File: config.mk
export PLATFORM = sky130hd
export DESIGN_NAME = ffs_scanner_flat
export DESIGN_NICKNAME = d
export VERILOG_FILES = /design/src/rtl/ffs_pkg.sv /design/src/rtl/ffs_scanner_if.sv /design/src/rtl/ffs_priority.sv /design/src/rtl/ffs_scanner.sv /design/src/flat_wrapper.sv
export SDC_FILE = /design/constraint.sdc
export NUM_CORES = 1
export LEC_CHECK = 0
export CORE_UTILIZATION = 40
export CTS_CLUSTER_SIZE = 20
export DETAILED_ROUTE_END_ITERATION = 8
export PLACE_DENSITY = 0.68
export SETUP_SLACK_MARGIN = 0.05
export SKIP_LAST_GASP = 1
export SLEW_MARGIN = 15
export SYNTH_ARGS = -nofsm -noshare
export SYNTH_HDL_FRONTEND = slang
export SYNTH_SLANG_ARGS = --single-unit
File: constraint.sdc
create_clock -name clk -period 2.8 [get_ports clk]
set_clock_uncertainty 0.2 [all_clocks]
set_input_delay 0.42 -clock clk [delete_from_list [all_inputs] [get_ports clk]]
set_output_delay 0.42 -clock clk [all_outputs]
set_load 0.05 [all_outputs]
File: src/rtl/ffs_pkg.sv
// Shared types and helpers for the streaming set-bit enumerator.
package ffs_pkg;

  // Scanner FSM states: waiting for a vector, or emitting its indices.
  typedef enum logic {
    IDLE = 1'b0,
    SCAN = 1'b1
  } ffs_state_e;

  // Index reported for an empty vector; callers slice it to their index width.
  localparam logic [31:0] NONE_IDX_ALL = '1;

  // Width of a bit index for an n-bit vector (never narrower than one bit).
  function automatic int idx_width(input int n);
    return (n <= 2) ? 1 : $clog2(n);
  endfunction

endpackage

File: src/rtl/ffs_scanner_if.sv
// Vector-in / index-out stream bundle for ffs_scanner.
//
// Handshake: an input vector transfers on a cycle where i_valid && o_ready; an
// output beat transfers on a cycle where o_valid && i_ready. A driver holds
// valid and its payload stable until the transfer. o_ready may depend
// combinationally on i_ready, which allows a new vector to be taken in the same
// cycle that the last beat of the previous one is delivered.
interface ffs_scanner_if
  import ffs_pkg::*;
#(
  parameter int N_CANDIDATES = 8
);
  localparam int W = idx_width(N_CANDIDATES);

  logic                    i_valid;
  logic                    o_ready;
  logic [N_CANDIDATES-1:0] i_data;
  logic                    i_flush;
  logic                    o_valid;
  logic                    i_ready;
  logic [W-1:0]            o_data;
  logic                    o_last;
  logic                    o_empty;

  // Producer/consumer side.
  modport master (
    output i_valid, i_data, i_flush, i_ready,
    input  o_ready, o_valid, o_data, o_last, o_empty
  );

  // Scanner side.
  modport slave (
    input  i_valid, i_data, i_flush, i_ready,
    output o_ready, o_valid, o_data, o_last, o_empty
  );

endinterface

File: src/rtl/ffs_priority.sv
// Combinational find-first-set tree: lowest index with its bit set wins.
// Index 0 is the MSB when MSB_FIRST=1, the LSB otherwise.
module ffs_priority
  import ffs_pkg::*;
#(
  parameter int N_CANDIDATES = 8,
  parameter bit MSB_FIRST    = 1'b1,
  localparam int W           = idx_width(N_CANDIDATES)
) (
  input  logic [N_CANDIDATES-1:0] req_i,
  output logic [W-1:0]            idx_o,
  output logic                    found_o
);

  // Heap-ordered tree: node n has children 2n (lower indices) and 2n+1.
  // Leaves N..2N-1 hold index 0..N-1; each node carries an absolute index.
  logic [2*N_CANDIDATES-1:1] node_found;
  logic [W-1:0]              node_idx [2*N_CANDIDATES-1:1];

  // Leaves: map vector bits into index order.
  for (genvar j = 0; j < N_CANDIDATES; j++) begin : g_leaf
    localparam int BIT = MSB_FIRST ? (N_CANDIDATES - 1 - j) : j;
    assign node_found[N_CANDIDATES+j] = req_i[BIT];
    assign node_idx[N_CANDIDATES+j]   = W'(j);
  end

  // Internal nodes: prefer the lower-index subtree.
  for (genvar n = 1; n < N_CANDIDATES; n++) begin : g_node
    assign node_found[n] = node_found[2*n] | node_found[2*n+1];
    assign node_idx[n]   = node_found[2*n] ? node_idx[2*n] : node_idx[2*n+1];
  end

  assign idx_o   = node_idx[1];
  assign found_o = node_found[1];

endmodule

File: src/rtl/ffs_scanner.sv
// Streaming set-bit enumerator: takes a vector, emits the index of every set
// bit, one beat per cycle in ascending index order, or a single empty beat.
module ffs_scanner
  import ffs_pkg::*;
#(
  parameter int N_CANDIDATES = 8,
  parameter bit MSB_FIRST    = 1'b1
) (
  input  logic         clk,
  input  logic         rst,
  ffs_scanner_if.slave bus
);

  localparam int W = idx_width(N_CANDIDATES);

  if (N_CANDIDATES < 2 || (N_CANDIDATES & (N_CANDIDATES - 1)) != 0) begin : g_bad_width
    $fatal(1, "ffs_scanner: N_CANDIDATES must be a power of 2 and at least 2");
  end

  ffs_state_e              state_q;
  logic [N_CANDIDATES-1:0] remaining_q;
  logic                    empty_q;

  logic [W-1:0]            idx;
  logic                    found;
  logic [N_CANDIDATES-1:0] clear_mask;
  logic [N_CANDIDATES-1:0] remaining_d;
  logic                    scan_last;
  logic                    beat;
  logic                    accept;

  ffs_priority #(
    .N_CANDIDATES(N_CANDIDATES),
    .MSB_FIRST   (MSB_FIRST)
  ) u_priority (
    .req_i  (remaining_q),
    .idx_o  (idx),
    .found_o(found)
  );

  // Decode the winning index back to its vector bit and strip it.
  always_comb begin
    clear_mask = '0;
    for (int b = 0; b < N_CANDIDATES; b++) begin
      clear_mask[b] = (W'(MSB_FIRST ? (N_CANDIDATES - 1 - b) : b) == idx);
    end
    remaining_d = remaining_q & ~clear_mask;
  end

  assign scan_last = empty_q || (remaining_d == '0);
  assign beat      = bus.o_valid && bus.i_ready;
  assign accept    = bus.i_valid && bus.o_ready;

  // Outputs are forced to zero whenever no beat is presented.
  assign bus.o_valid = (state_q == SCAN);
  assign bus.o_empty = bus.o_valid && empty_q;
  assign bus.o_last  = bus.o_valid && scan_last;
  assign bus.o_data  = !bus.o_valid ? '0 :
                       (empty_q || !found) ? NONE_IDX_ALL[W-1:0] : idx;
  // Ready in IDLE, or as the last beat leaves (no bubble); never while
  // flushing or in reset.
  assign bus.o_ready = !rst && ((state_q == IDLE) ||
                                (beat && scan_last && !bus.i_flush));

  // Scanner FSM with its remaining-bits and empty-vector registers.
  always_ff @(posedge clk or posedge rst) begin
    if (rst) begin
      state_q     <= IDLE;
      remaining_q <= '0;
      empty_q     <= 1'b0;
    end else begin
      case (state_q)
        IDLE: begin
          if (accept) begin
            state_q     <= SCAN;
            remaining_q <= bus.i_data;
            empty_q     <= (bus.i_data == '0);
          end
        end
        SCAN: begin
          if (bus.i_flush) begin
            state_q     <= IDLE;
            remaining_q <= '0;
            empty_q     <= 1'b0;
          end else if (beat) begin
            if (!scan_last) begin
              remaining_q <= remaining_d;
            end else if (accept) begin
              remaining_q <= bus.i_data;
              empty_q     <= (bus.i_data == '0);
            end else begin
              state_q     <= IDLE;
              remaining_q <= '0;
              empty_q     <= 1'b0;
            end
          end
        end
        default: state_q <= IDLE;
      endcase
    end
  end

endmodule

File: src/flat_wrapper.sv
// flat-port wrapper written by rule: the top's interface ports become plain ports
module ffs_scanner_flat import ffs_pkg::*;
#(
  parameter int N_CANDIDATES = 8,
  parameter bit MSB_FIRST    = 1'b1
)
  (clk, rst, bus_i_valid, bus_i_data, bus_i_flush, bus_i_ready, bus_o_ready, bus_o_valid, bus_o_data, bus_o_last, bus_o_empty);
  ffs_scanner_if #(.N_CANDIDATES(N_CANDIDATES)) bus_i ();
  input  logic clk;
  input  logic rst;
  input wire logic [$bits(bus_i.i_valid)-1:0] bus_i_valid;
  input wire logic [$bits(bus_i.i_data)-1:0] bus_i_data;
  input wire logic [$bits(bus_i.i_flush)-1:0] bus_i_flush;
  input wire logic [$bits(bus_i.i_ready)-1:0] bus_i_ready;
  output wire logic [$bits(bus_i.o_ready)-1:0] bus_o_ready;
  output wire logic [$bits(bus_i.o_valid)-1:0] bus_o_valid;
  output wire logic [$bits(bus_i.o_data)-1:0] bus_o_data;
  output wire logic [$bits(bus_i.o_last)-1:0] bus_o_last;
  output wire logic [$bits(bus_i.o_empty)-1:0] bus_o_empty;
  assign bus_i.i_valid = bus_i_valid;
  assign bus_i.i_data = bus_i_data;
  assign bus_i.i_flush = bus_i_flush;
  assign bus_i.i_ready = bus_i_ready;
  assign bus_o_ready = bus_i.o_ready;
  assign bus_o_valid = bus_i.o_valid;
  assign bus_o_data = bus_i.o_data;
  assign bus_o_last = bus_i.o_last;
  assign bus_o_empty = bus_i.o_empty;
  ffs_scanner #(.N_CANDIDATES(N_CANDIDATES), .MSB_FIRST(MSB_FIRST)) u_core (.clk(clk), .rst(rst), .bus(bus_i));
endmodule
==> metrics.md, run 1 <==
| Metric | Value |
|---|---|
| Critical path class | `reg2out` |
| CTS Buffer Depth | `2` |
| GR Overflow Total | `0` |
| H-tree depth | `1` |
| GP Congestion | `between 0.8 and 0.9` |
| Pleak | `around 0.00047 uW` |
| Dominant synthesized flop cell | `dfrtp_1` |
| WL final | `2282 um` |
| Routed length per instance | `between 15 and 20 um` |
| Input/output buffers | `19` |
| Vias per inst | `between 6 and 7` |
| Post-Syn Area | `~770 sq um` |
| FP Rows | `15` |
| Count of cell types in the netlist | `35` |
| CP top delay family | `simple AND/OR/NAND/NOR gates` |
| Pwr/cell area | `between 1000 and 1500 mW/mm^2` |
| CP Data Arrival Time | `2170 ps` |
| First drt pass iteration count | `4` |
| Async SR Flop Fraction | `100.0%` |
| Run status | `complete, no violations` |
| Vias in the first global route | `approximately 780` |
| Layout Cells excl Fill | `142` |
| CP bufs+invs | `2` |
| Most frequent cells in the layout | `15 x clkdlybuf4s50_1, 11 x buf_4, 9 x o21ai_0` |
| Sw Pwr | `just under 600 uW` |
| Slew @ Worst Pin | `around 520 ps` |
| Diode count | `0` |
| Max Clk Rate | `between 0.3 and 0.4 GHz` |
| Share of cells above drive strength 1 | `roughly a quarter` |
| CP Cell Sequence | `buf_4 > or4_4 > o32a_1 > nand3b_4 > a31o_1 > and2_4 > buf_12` |
| Most common cell after layout, fill and taps aside | `clkdlybuf4s50_1` |
| Switching part of the total | `between 40 and 50%` |
| Detail Route Antenna Nets | `0` |
| Post-synth EDFFs | `0` |
| RSZ-0062 raised after global routing | `true` |
| Die height | `about 46 um` |
| Max stage delay on crit path | `around 530 ps` |
| Synthesized flop and latch total | `10` |
| Combinational fraction of design power | `66.0%` |
| Antenna violations before repair | `0` |
| CTS tree | `yes` |
| DIE WIDTH | `about 46 um` |
| P_int | `about 640 uW` |
| Util after Layout | `about three fifths` |
| DP HPWL | `~1500 um` |
| First DRT Iteration DRCs | `54` |
| Skew-Pair Late Insertion Delay | `around 270 ps` |
| Worst setup SP type | `flip-flop` |
| Sequential share of the synthesized area | `approximately a third` |
| Initial core utilization | `a little over two fifths` |
| Placed cells | `132` |
| Post-Syn Instances | `roughly 90` |
| Clock transition at path regs | `70 ps` |
| Final hold violations | `0` |
| CTS Sinks | `10` |
| Worst-path fanout max | `4` |
| Final worst path period share | `99.77%` |
| I/O pin count | `20` |
| Detailed-route DRC error count | `0` |
| Final setup viols | `0` |
| Max_cap viols | `0` |
| Area growth syn-to-layout | `42.35%` |
| Slowest CP cell | `or4_4` |
| Part of the power in registers | `a little under a quarter` |
| Overall global routing resource usage | `between 20% and 30%` |
| Placed cell area | `just under 0.001 sq mm` |
| Required @ worst endpoint | `roughly 2200 ps` |
| Post-layout instance area | `between 0.001 and 0.0015 sq mm` |
| Die ar. | `0.002100 sq mm` |
| Hold Crit Class | `in2async` |
| Crit path capture type | `primary output` |
| Syn avg cell area | `approximately 8.4 sq um` |
| Post-synth top area cell | `dfrtp_1` |
| Largest cells by area after synthesis | `dfrtp_1 33%, a32o_2 7.3%, o21ai_0 5.9%` |
| TritonCTS Buffers | `3` |
| Core area | `approximately 0.0018 sq mm` |
| Worst slew margin | `around 65%` |
| Pin count of the biggest net entering global routing | `12` |
| Max-slew violations | `0` |
| First-pass GRT wire length | `3643 um` |
| Clock root buffer | `clkbuf_4` |
| Yosys warns | `0` |
| Fin crit period | `about 2800 ps` |
| Final nets | `around 130` |
| Peak VDD IR | `around 620 uV` |
| Via count | `about 870` |
| Synth top area share | `32.57%` |
| Setup_tns | `0 ps` |
| Clock network power share | `11.2%` |
| Syn Nets | `104` |
==> area by class of cell <==
type                       instances  area [sq um]
clock buffer                       4         36.28
tap                               25         31.28
sequential                        10         252.7
inverter                           5         18.77
timing repair buffer              29         281.5
fill                             158         670.6
multi-input combinational         69         473.0
==> flip-flops by register name, summed over array words and instances, names as in the netlist <==
signal              cells
u_core.remaining_q      8
u_core.bus.o_valid      1
u_core.empty_q          1
==> worst reg2reg max path, delay by kind of cell, from the launching register on <==
kind	cells	cell delay, ps
AO/OA/AOI/OAI	3	570
AND/OR/NAND/NOR	2	650
buffers and inverters	2	300
flip-flops	1	430
==> power groups by stage <==
stage	Clock, uW	Sequential, uW	Combinational [uW]
after floorplan	0	246	523
after global placement	0	280	685
after detailed placement	0	281	686
after CTS	136	271	736
after global routing	145	286	862
final	137	279	807
==> logic make-up after synthesis <==
kind of cell    synth area share (%)
simple gates                   24.27
flops                          32.57
compound gates                 33.71
buf+inv                        8.143
fa+ha+maj                      1.303
==> repair_timing <==
action / CTS / global route
endpoints found under the setup margin: 2 / 1
hold buffers: 0 / 0
gates cloned: 0 / 0
buffers inserted: 4 / 2
gates resized for setup: 4 / 3
pin swaps: 0 / 2
==> metal layers <==
layer	global-route usage, %	share of wire (%)	vias up
met2	37.71	47	50
li1	-	-	403
met5	0	0	-
met3	3.968	7.5	4
met4	10.00	0.92	0
met1	33.98	44	412
==> path summary, 6_finish.rpt <==
| check | from | endpoint | slack (ps) | depth (start not counted) |
|---|---|---|---|---|
| min reg2reg | u_core.remaining_q[0] | u_core.remaining_q[0] | 380 | 1 |
| min | rst | u_core.bus.o_valid | 280 | 3 |
| max reg2reg | u_core.remaining_q[6] | u_core.empty_q | 590 | 7 |
| max | u_core.remaining_q[6] | bus_o_ready | 6 | 7 |
| min in group clk | u_core.remaining_q[0] | u_core.remaining_q[0] | 380 | 1 |
| max in group asynchronous | rst | u_core.remaining_q[6] | 1960 | 3 |
==> through the flow <==
stage	power (uW)	hold slack [ps]	worst slack [ps]
2_1_floorplan	768.9	73.20	226.3
3_3_place_gp	965.6	361.1	298.6
3_5_place_dp	967.0	352.9	270.0
4_1_cts	1143	277.4	29.02
5_1_grt	1293	303.1	-48.75
6_report	1223	276.2	6.308
==> cell usage after synthesis, types with 2 or more instances <==
cell       n
a211oi_1   2
o21a_1     2
nand2_1    4
nor3_1     3
a21oi_1    4
o21ai_0    9
a32o_2     5
clkbuf_1   3
a32o_1     3
nor2b_1    2
nand2b_1   2
inv_1      5
nor4_1     5
dfrtp_1   10
nor2_1     7
or4_1      2
and2_2     2
buf_2      2
buf_6      2
a22oi_1    2
Power figures use the tool's default switching activity.
==> inputs of run 2 (changes only) <==
--- a/config.mk
+++ b/config.mk
@@ -8,7 +8,7 @@
 export CORE_UTILIZATION = 40
 export CTS_CLUSTER_SIZE = 20
 export DETAILED_ROUTE_END_ITERATION = 8
-export PLACE_DENSITY = 0.68
+export PLACE_DENSITY_LB_ADDON = 0.15
 export SETUP_SLACK_MARGIN = 0.05
 export SKIP_LAST_GASP = 1
 export SLEW_MARGIN = 15
==> run 2 against run 1 <==
  * Die area unchanged
  * Clock power down 3%
  * Fmax up 0.23%
  * First-iteration DRC count down 9.3%
  * Highest routed layer unchanged
==> metrics.md, run 2 (same netlist as run 1, synthesis figures left out) <==
| Metric | Value |
|---|---|
| Max stage delay on crit path | `520 ps (was 530 ps)` |
| Diode count | `0 (unchanged)` |
| Max reg flops | `8 (unchanged)` |
| Area of the multi-input gates | `469.2 sq um (was 473.0 sq um)` |
| Via count | `861 (was 869)` |
| WL final | `2239 um (was 2282 um)` |
| Worst r2r src | `u_core.bus.o_valid (was u_core.remaining_q[6])` |
| H-tree depth | `1 (unchanged)` |
| Run status | `complete, no violations (unchanged)` |
| GP Congestion | `0.9633 (was 0.8930)` |
| Clock root buffer | `clkbuf_4 (unchanged)` |
| Skew-Pair Late Insertion Delay | `270 ps (about the same)` |
| Clock transition at path regs | `70 ps (about the same)` |
| Antenna violations before repair | `0 (unchanged)` |
| DP HPWL | `1557 um (was 1515 um)` |
| Most common cell after layout, fill and taps aside | `clkdlybuf4s50_1 (unchanged)` |
| Reg2Reg Setup Slack | `550 ps (was 590 ps)` |
| Pleak | `0.0004757 uW (was 0.0004697 uW)` |
| Detail Route Antenna Nets | `0 (unchanged)` |
| First drt pass iteration count | `4 (unchanged)` |
| Max-slew violations | `0 (unchanged)` |
| Final setup viols | `0 (unchanged)` |
| First DRT Iteration DRCs | `49 (was 54)` |
| Worst r2r path cells | `5 (was 7)` |
| Biggest register | `u_core.remaining_q (unchanged)` |
| Most frequent cells in the layout | `15 x clkdlybuf4s50_1, 10 x buf_4, 9 x o21ai_0 (was 15 x clkdlybuf4s50_1, 11 x buf_4, 9 x o21ai_0)` |
| Slowest CP cell | `or4_4 (unchanged)` |
| Hold Crit Class | `in2async (unchanged)` |
| I/O pin count | `20 (unchanged)` |
| CP bufs+invs | `1 (was 2)` |
| Final hold violations | `0 (unchanged)` |
| DIE WIDTH | `45.83 um (unchanged)` |
| Fillers | `167 (was 158)` |
| CTS Buffer Depth | `2 (unchanged)` |
| Max Clk Rate | `0.3588 GHz (was 0.3579 GHz)` |
| Required @ worst endpoint | `2180 ps (about the same)` |
| CP top delay family | `simple AND/OR/NAND/NOR gates (unchanged)` |
| Util after Layout | `61.56% (was 61.99%)` |
| Initial core utilization | `43.55% (unchanged)` |
| Vias per inst | `6.106 (was 6.120)` |
| Fin crit period | `2787 ps (was 2794 ps)` |
| Critical path class | `reg2out (unchanged)` |
| Worst-path fanout max | `4 (unchanged)` |
| CTS Sinks | `10 (unchanged)` |
| Die height | `45.83 um (unchanged)` |
| FP Rows | `15 (unchanged)` |
| CP Cell Sequence | `or4_4 > o32a_1 > nand3b_4 > a31o_1 > and2_4 > buf_12 (was buf_4 > or4_4 > o32a_1 > nand3b_4 > a31o_1 > and2_4 > buf_12)` |
| First-pass GRT wire length | `3726 um (was 3643 um)` |
| Input/output buffers | `19 (unchanged)` |
| Vias in the first global route | `766 (was 775)` |
| Core area | `0.001764 sq mm (unchanged)` |
| Reg area | `252.7 sq um (unchanged)` |
| CTS tree | `yes (unchanged)` |
| FF-to-FF End | `u_core.remaining_q[0] (was u_core.empty_q)` |
| Routed length per instance | `15.88 um (was 16.07 um)` |
| Slew @ Worst Pin | `715.6 ps (was 519.1 ps)` |
| Final nets | `130 (was 131)` |
| Max_cap viols | `0 (unchanged)` |
| Worst slew margin | `51.86% (was 65.09%)` |
| CP Data Arrival Time | `2170 ps (about the same)` |
| Setup_tns | `0 ps (unchanged)` |
| Pwr/cell area | `1117 mW/mm^2 (was 1118 mW/mm^2)` |
| Peak VDD IR | `542.0 uV (was 622.8 uV)` |
| RSZ-0062 raised after global routing | `true (unchanged)` |
| Power Total | `1213 uW (was 1223 uW)` |
| Crit path from | `u_core.remaining_q[6] (unchanged)` |
| Worst setup SP type | `flip-flop (unchanged)` |
| Overall global routing resource usage | `25.49% (was 24.53%)` |
| TritonCTS Buffers | `3 (unchanged)` |
| Area growth syn-to-layout | `41.37% (was 42.35%)` |
| GR Overflow Total | `0 (unchanged)` |
| Pin count of the biggest net entering global routing | `15 (was 12)` |
| Crit path capture type | `primary output (unchanged)` |
| Share of cells above drive strength 1 | `23.28% (was 24.79%)` |
| Detailed-route DRC error count | `0 (unchanged)` |
| Die ar. | `0.002100 sq mm (unchanged)` |
| Final worst path period share | `99.55% (was 99.77%)` |
run 2: changes by cell type in the layout (fill, tap and decap cells not counted):
cell            previous run  this run
or4_1                      0         1
dlygate4sd2_1              1         0
or4_4                      2         1
dlymetal6s2s_1             0         1
buf_4                     11        10
run 2: area by class of cell:
cell class              count  area share (%)
clock buffers               4           3.341
inverters                   5           1.728
multi-input cells          69           43.20
flip-flops and latches     10           23.27
well taps                  25           2.880
repair buffers             28           25.58
run 2: what timing repair did:
action,in CTS,in global routing
cloned,0,0
hold buffers,0,0
resized for setup,3,3
pin swaps,0,2
endpoints found under the hold margin,0,0
setup buffers,3,1
setup endpoints to repair,1,2
run 2: worst max path at each step:
stage	cells past startpoint	slack, ps	end
floorplan	7	230	bus_o_ready
global placement	6	260	u_core.remaining_q[0]
detailed placement	6	230	u_core.remaining_q[1]
CTS	6	50	bus_o_ready
global route	6	-30	bus_o_ready
finish	6	10	bus_o_ready
run 2: power by group:
group          total [uW]  switching (uW)  internal, uW
logic                 807             443           364
clock network         133            53.7          79.1
registers             273            80.5           193
run 2: tightest hold or removal path, delay by kind of cell:
kind	cells	cell delay [ps]
buf+inv	3	680
run 2: per-layer routing:
metal	vias up	GRT usage, %	share of wire (%)
met5	-	0	0
met4	0	5.882	0.85
met3	4	7.540	10
met2	58	39.14	46
met1	392	35.11	43
li1	407	-	-
run 2: metrics by stage:
step | std cells | hold WS (ps) | setup slack (ps) | cell area (sq um)
after floorplan | 91 | 73.20 | 226.3 | 768.2
after global placement | 133 | 368.4 | 257.8 | 1001
after detailed placement | 133 | 359.2 | 232.8 | 1001
after CTS | 140 | 291.5 | 52.19 | 1071
after global routing | 141 | 323.1 | -33.93 | 1086
final | 141 | 278.9 | 12.63 | 1086
==> inputs of run 3 (changes only) <==
--- a/config.mk
+++ b/config.mk
@@ -5,8 +5,9 @@
 export SDC_FILE = /design/constraint.sdc
 export NUM_CORES = 1
 export LEC_CHECK = 0
+export CORE_MARGIN = 2
 export CORE_UTILIZATION = 40
-export CTS_CLUSTER_SIZE = 20
+export CTS_CLUSTER_SIZE = 30
 export DETAILED_ROUTE_END_ITERATION = 8
 export PLACE_DENSITY_LB_ADDON = 0.15
 export SETUP_SLACK_MARGIN = 0.05
==> run 3 against run 2 <==
  * The flow now finishes with violations (setup timing)
  * Sequential share of layout area shrank 0.11 points
  * Register-to-register slack lost 60 ps
  * Design area grew 0.46%
  * Die area grew 8.9%
  * Critical path depth is the same
  * Wire length grew 4.9%
  * Clock power shrank 26%
  * Utilization grew 0.28 points
  * Fmax shrank 0.54%
  * Combinational power grew 7.7%
  * Sequential power is essentially flat
==> metrics.md, run 3 (same netlist as run 1, synthesis figures left out) <==
| Metric | Value |
|---|---|
| Run status | `finished with violations (was complete, no violations)` |
| Violated checks | `setup timing` |
| Slowest CP cell | `or4_1 (was or4_4)` |
| H-tree depth | `1 (unchanged)` |
| I/O pin count | `20 (unchanged)` |
| Max reg flops | `8 (unchanged)` |
| Most common cell after layout, fill and taps aside | `clkdlybuf4s50_1 (unchanged)` |
| Placed cell area | `0.001001 sq mm (unchanged)` |
| Switching part of the total | `47.21% (was 47.57%)` |
| Combinational fraction of design power | `70.1% (was 66.5%)` |
| CP Data Arrival Time | `2180 ps (was 2170 ps)` |
| Most frequent cells in the layout | `15 x clkdlybuf4s50_1, 13 x buf_4, 9 x o21ai_0 (was 15 x clkdlybuf4s50_1, 10 x buf_4, 9 x o21ai_0)` |
| Die ar. | `0.002287 sq mm (was 0.002100 sq mm)` |
| Setup WS post-layout | `-2.628 ps (was 12.63 ps)` |
| Worst-path fanout max | `3 (was 4)` |
| Reg area | `252.7 sq um (unchanged)` |
| Vias per inst | `6.126 (was 6.106)` |
| Max stage delay on crit path | `500 ps (was 520 ps)` |
| Share of cells above drive strength 1 | `23.73% (was 23.28%)` |
| Sw Pwr | `584.8 uW (was 576.8 uW)` |
| WL final | `2348 um (was 2239 um)` |
| Overall global routing resource usage | `21.68% (was 25.49%)` |
| Max-slew violations | `0 (unchanged)` |
| GR Overflow Total | `0 (unchanged)` |
| Clock transition at path regs | `70 ps (about the same)` |
| Max_cap viols | `0 (unchanged)` |
| CTS Sinks | `10 (unchanged)` |
| FP Rows | `15 (unchanged)` |
| DP HPWL | `1605 um (was 1557 um)` |
| Hold Crit Class | `in2async (unchanged)` |
| Fin crit period | `2803 ps (was 2787 ps)` |
| Initial core utilization | `43.55% (unchanged)` |
| Fillers | `173 (was 167)` |
| Die height | `47.83 um (was 45.83 um)` |
| Antenna violations before repair | `0 (unchanged)` |
| Part of the power in registers | `21.9% (was 22.5%)` |
| CTS Buffer Depth | `2 (unchanged)` |
| CTS tree | `yes (unchanged)` |
| Clock root buffer | `clkbuf_4 (unchanged)` |
| Via count | `876 (was 861)` |
| DIE WIDTH | `47.83 um (was 45.83 um)` |
| Area growth syn-to-layout | `42.02% (was 41.37%)` |
| Skew-Pair Late Insertion Delay | `270 ps (about the same)` |
| Final nets | `133 (was 130)` |
| Max Clk Rate | `0.3568 GHz (was 0.3588 GHz)` |
| Vias in the first global route | `770 (was 766)` |
| Core area | `0.001764 sq mm (unchanged)` |
| Routed length per instance | `16.42 um (was 15.88 um)` |
| TritonCTS Buffers | `3 (unchanged)` |
| Clock network power share | `8.0% (was 11.0%)` |
| Slew @ Worst Pin | `552.8 ps (was 715.6 ps)` |
| First-pass GRT wire length | `3429 um (was 3726 um)` |
| Detailed-route DRC error count | `0 (unchanged)` |
| GP Congestion | `0.9033 (was 0.9633)` |
| RSZ-0062 raised after global routing | `true (unchanged)` |
| Biggest register | `u_core.remaining_q (unchanged)` |
| CP Cell Sequence | `or4_1 > o32a_1 > nand3b_4 > a31o_1 > and2_4 > buf_12 (was or4_4 > o32a_1 > nand3b_4 > a31o_1 > and2_4 > buf_12)` |
| Util after Layout | `61.84% (was 61.56%)` |
| Worst setup SP type | `flip-flop (unchanged)` |
| Input/output buffers | `19 (unchanged)` |
| CP bufs+invs | `1 (unchanged)` |
| Worst slew margin | `62.82% (was 51.86%)` |
| CP top delay family | `simple AND/OR/NAND/NOR gates (unchanged)` |
| Crit path capture type | `primary output (unchanged)` |
| First DRT Iteration DRCs | `38 (was 49)` |
| Pleak | `0.0004813 uW (was 0.0004757 uW)` |
| Worst r2r src | `u_core.remaining_q[6] (was u_core.bus.o_valid)` |
| Final worst path period share | `100.1% (was 99.55%)` |
| Area of the multi-input gates | `465.4 sq um (was 469.2 sq um)` |
| Worst r2r path cells | `7 (was 5)` |
| FF-to-FF End | `u_core.remaining_q[3] (was u_core.remaining_q[0])` |
| Hold_buf cts | `0 (unchanged)` |
| Final setup viols | `1 (was 0)` |
| Final hold violations | `0 (unchanged)` |
| P_int | `653.9 uW (was 635.7 uW)` |
| Required @ worst endpoint | `2180 ps (about the same)` |
| First drt pass iteration count | `5 (was 4)` |
| Pin count of the biggest net entering global routing | `12 (was 15)` |
| Reg2Reg Setup Slack | `490 ps (was 550 ps)` |
| Detail Route Antenna Nets | `0 (unchanged)` |
| Critical path class | `reg2out (unchanged)` |
| Peak VDD IR | `675.8 uV (was 542.0 uV)` |
| Pwr/cell area | `1135 mW/mm^2 (was 1117 mW/mm^2)` |
| Post-layout instance area | `0.001091 sq mm (was 0.001086 sq mm)` |
| Crit path from | `u_core.remaining_q[6] (unchanged)` |
| Diode count | `0 (unchanged)` |
==> run 3: worst max path at each step <==
stage	endpoint	slack, ps	cells past startpoint
6_report	bus_o_ready	-3	6
5_1_grt	bus_o_ready	-20	6
4_1_cts	bus_o_ready	50	6
3_5_place_dp	bus_o_ready	260	6
3_3_place_gp	bus_o_ready	300	6
2_1_floorplan	bus_o_ready	230	7
==> run 3: final cells by class <==
type	count	share of cell area [%]
tap	25	2.867
timing repair buffer	31	27.52
inverter	5	1.720
sequential	10	23.17
clock buffer	3	2.064
multi-input combinational	69	42.66
==> run 3: power by group through the flow <==
stage / Sequential [uW] / Combinational, uW / Clock [uW]
after CTS: 265 / 733 / 101
after detailed placement: 280 / 700 / 0
after global placement: 273 / 699 / 0
after global routing: 277 / 928 / 105
final: 271 / 869 / 98.6
after floorplan: 246 / 523 / 0
==> run 3: per-stage QoR <==
| step | power [uW] | hold WS, ps | TNS [ps] | std cells | setup slack (ps) |
|---|---|---|---|---|---|
| global placement | 972.2 | 359.5 | 0 | 133 | 297.5 |
| CTS | 1099 | 292.9 | 0 | 138 | 53.79 |
| finish | 1239 | 289.5 | -2.628 | 143 | -2.628 |
| detailed placement | 979.7 | 366.3 | 0 | 133 | 258.4 |
| global route | 1310 | 306.1 | -22.35 | 143 | -22.35 |
| floorplan | 768.9 | 73.20 | 0 | 91 | 226.3 |
==> run 3: what timing repair did <==
item	CTS	global route
setup buffers	2	5
resized for setup	2	3
pin swaps	1	2
cloned	0	0
setup endpoints to repair	1	2
==> run 3: layer usage <==
layer  up-vias  wire [um]  GRT usage, %
met5         -          0             0
met3         6        217         8.679
met2        55       1139         35.73
met1       404        959         26.45
li1        411          -             -
met4         0         32         5.405
==> run 3: tightest hold or removal path: cells and delay by family <==
| kind | cells | cell delay, ps |
|---|---|---|
| buf+inv | 3 | 700 |
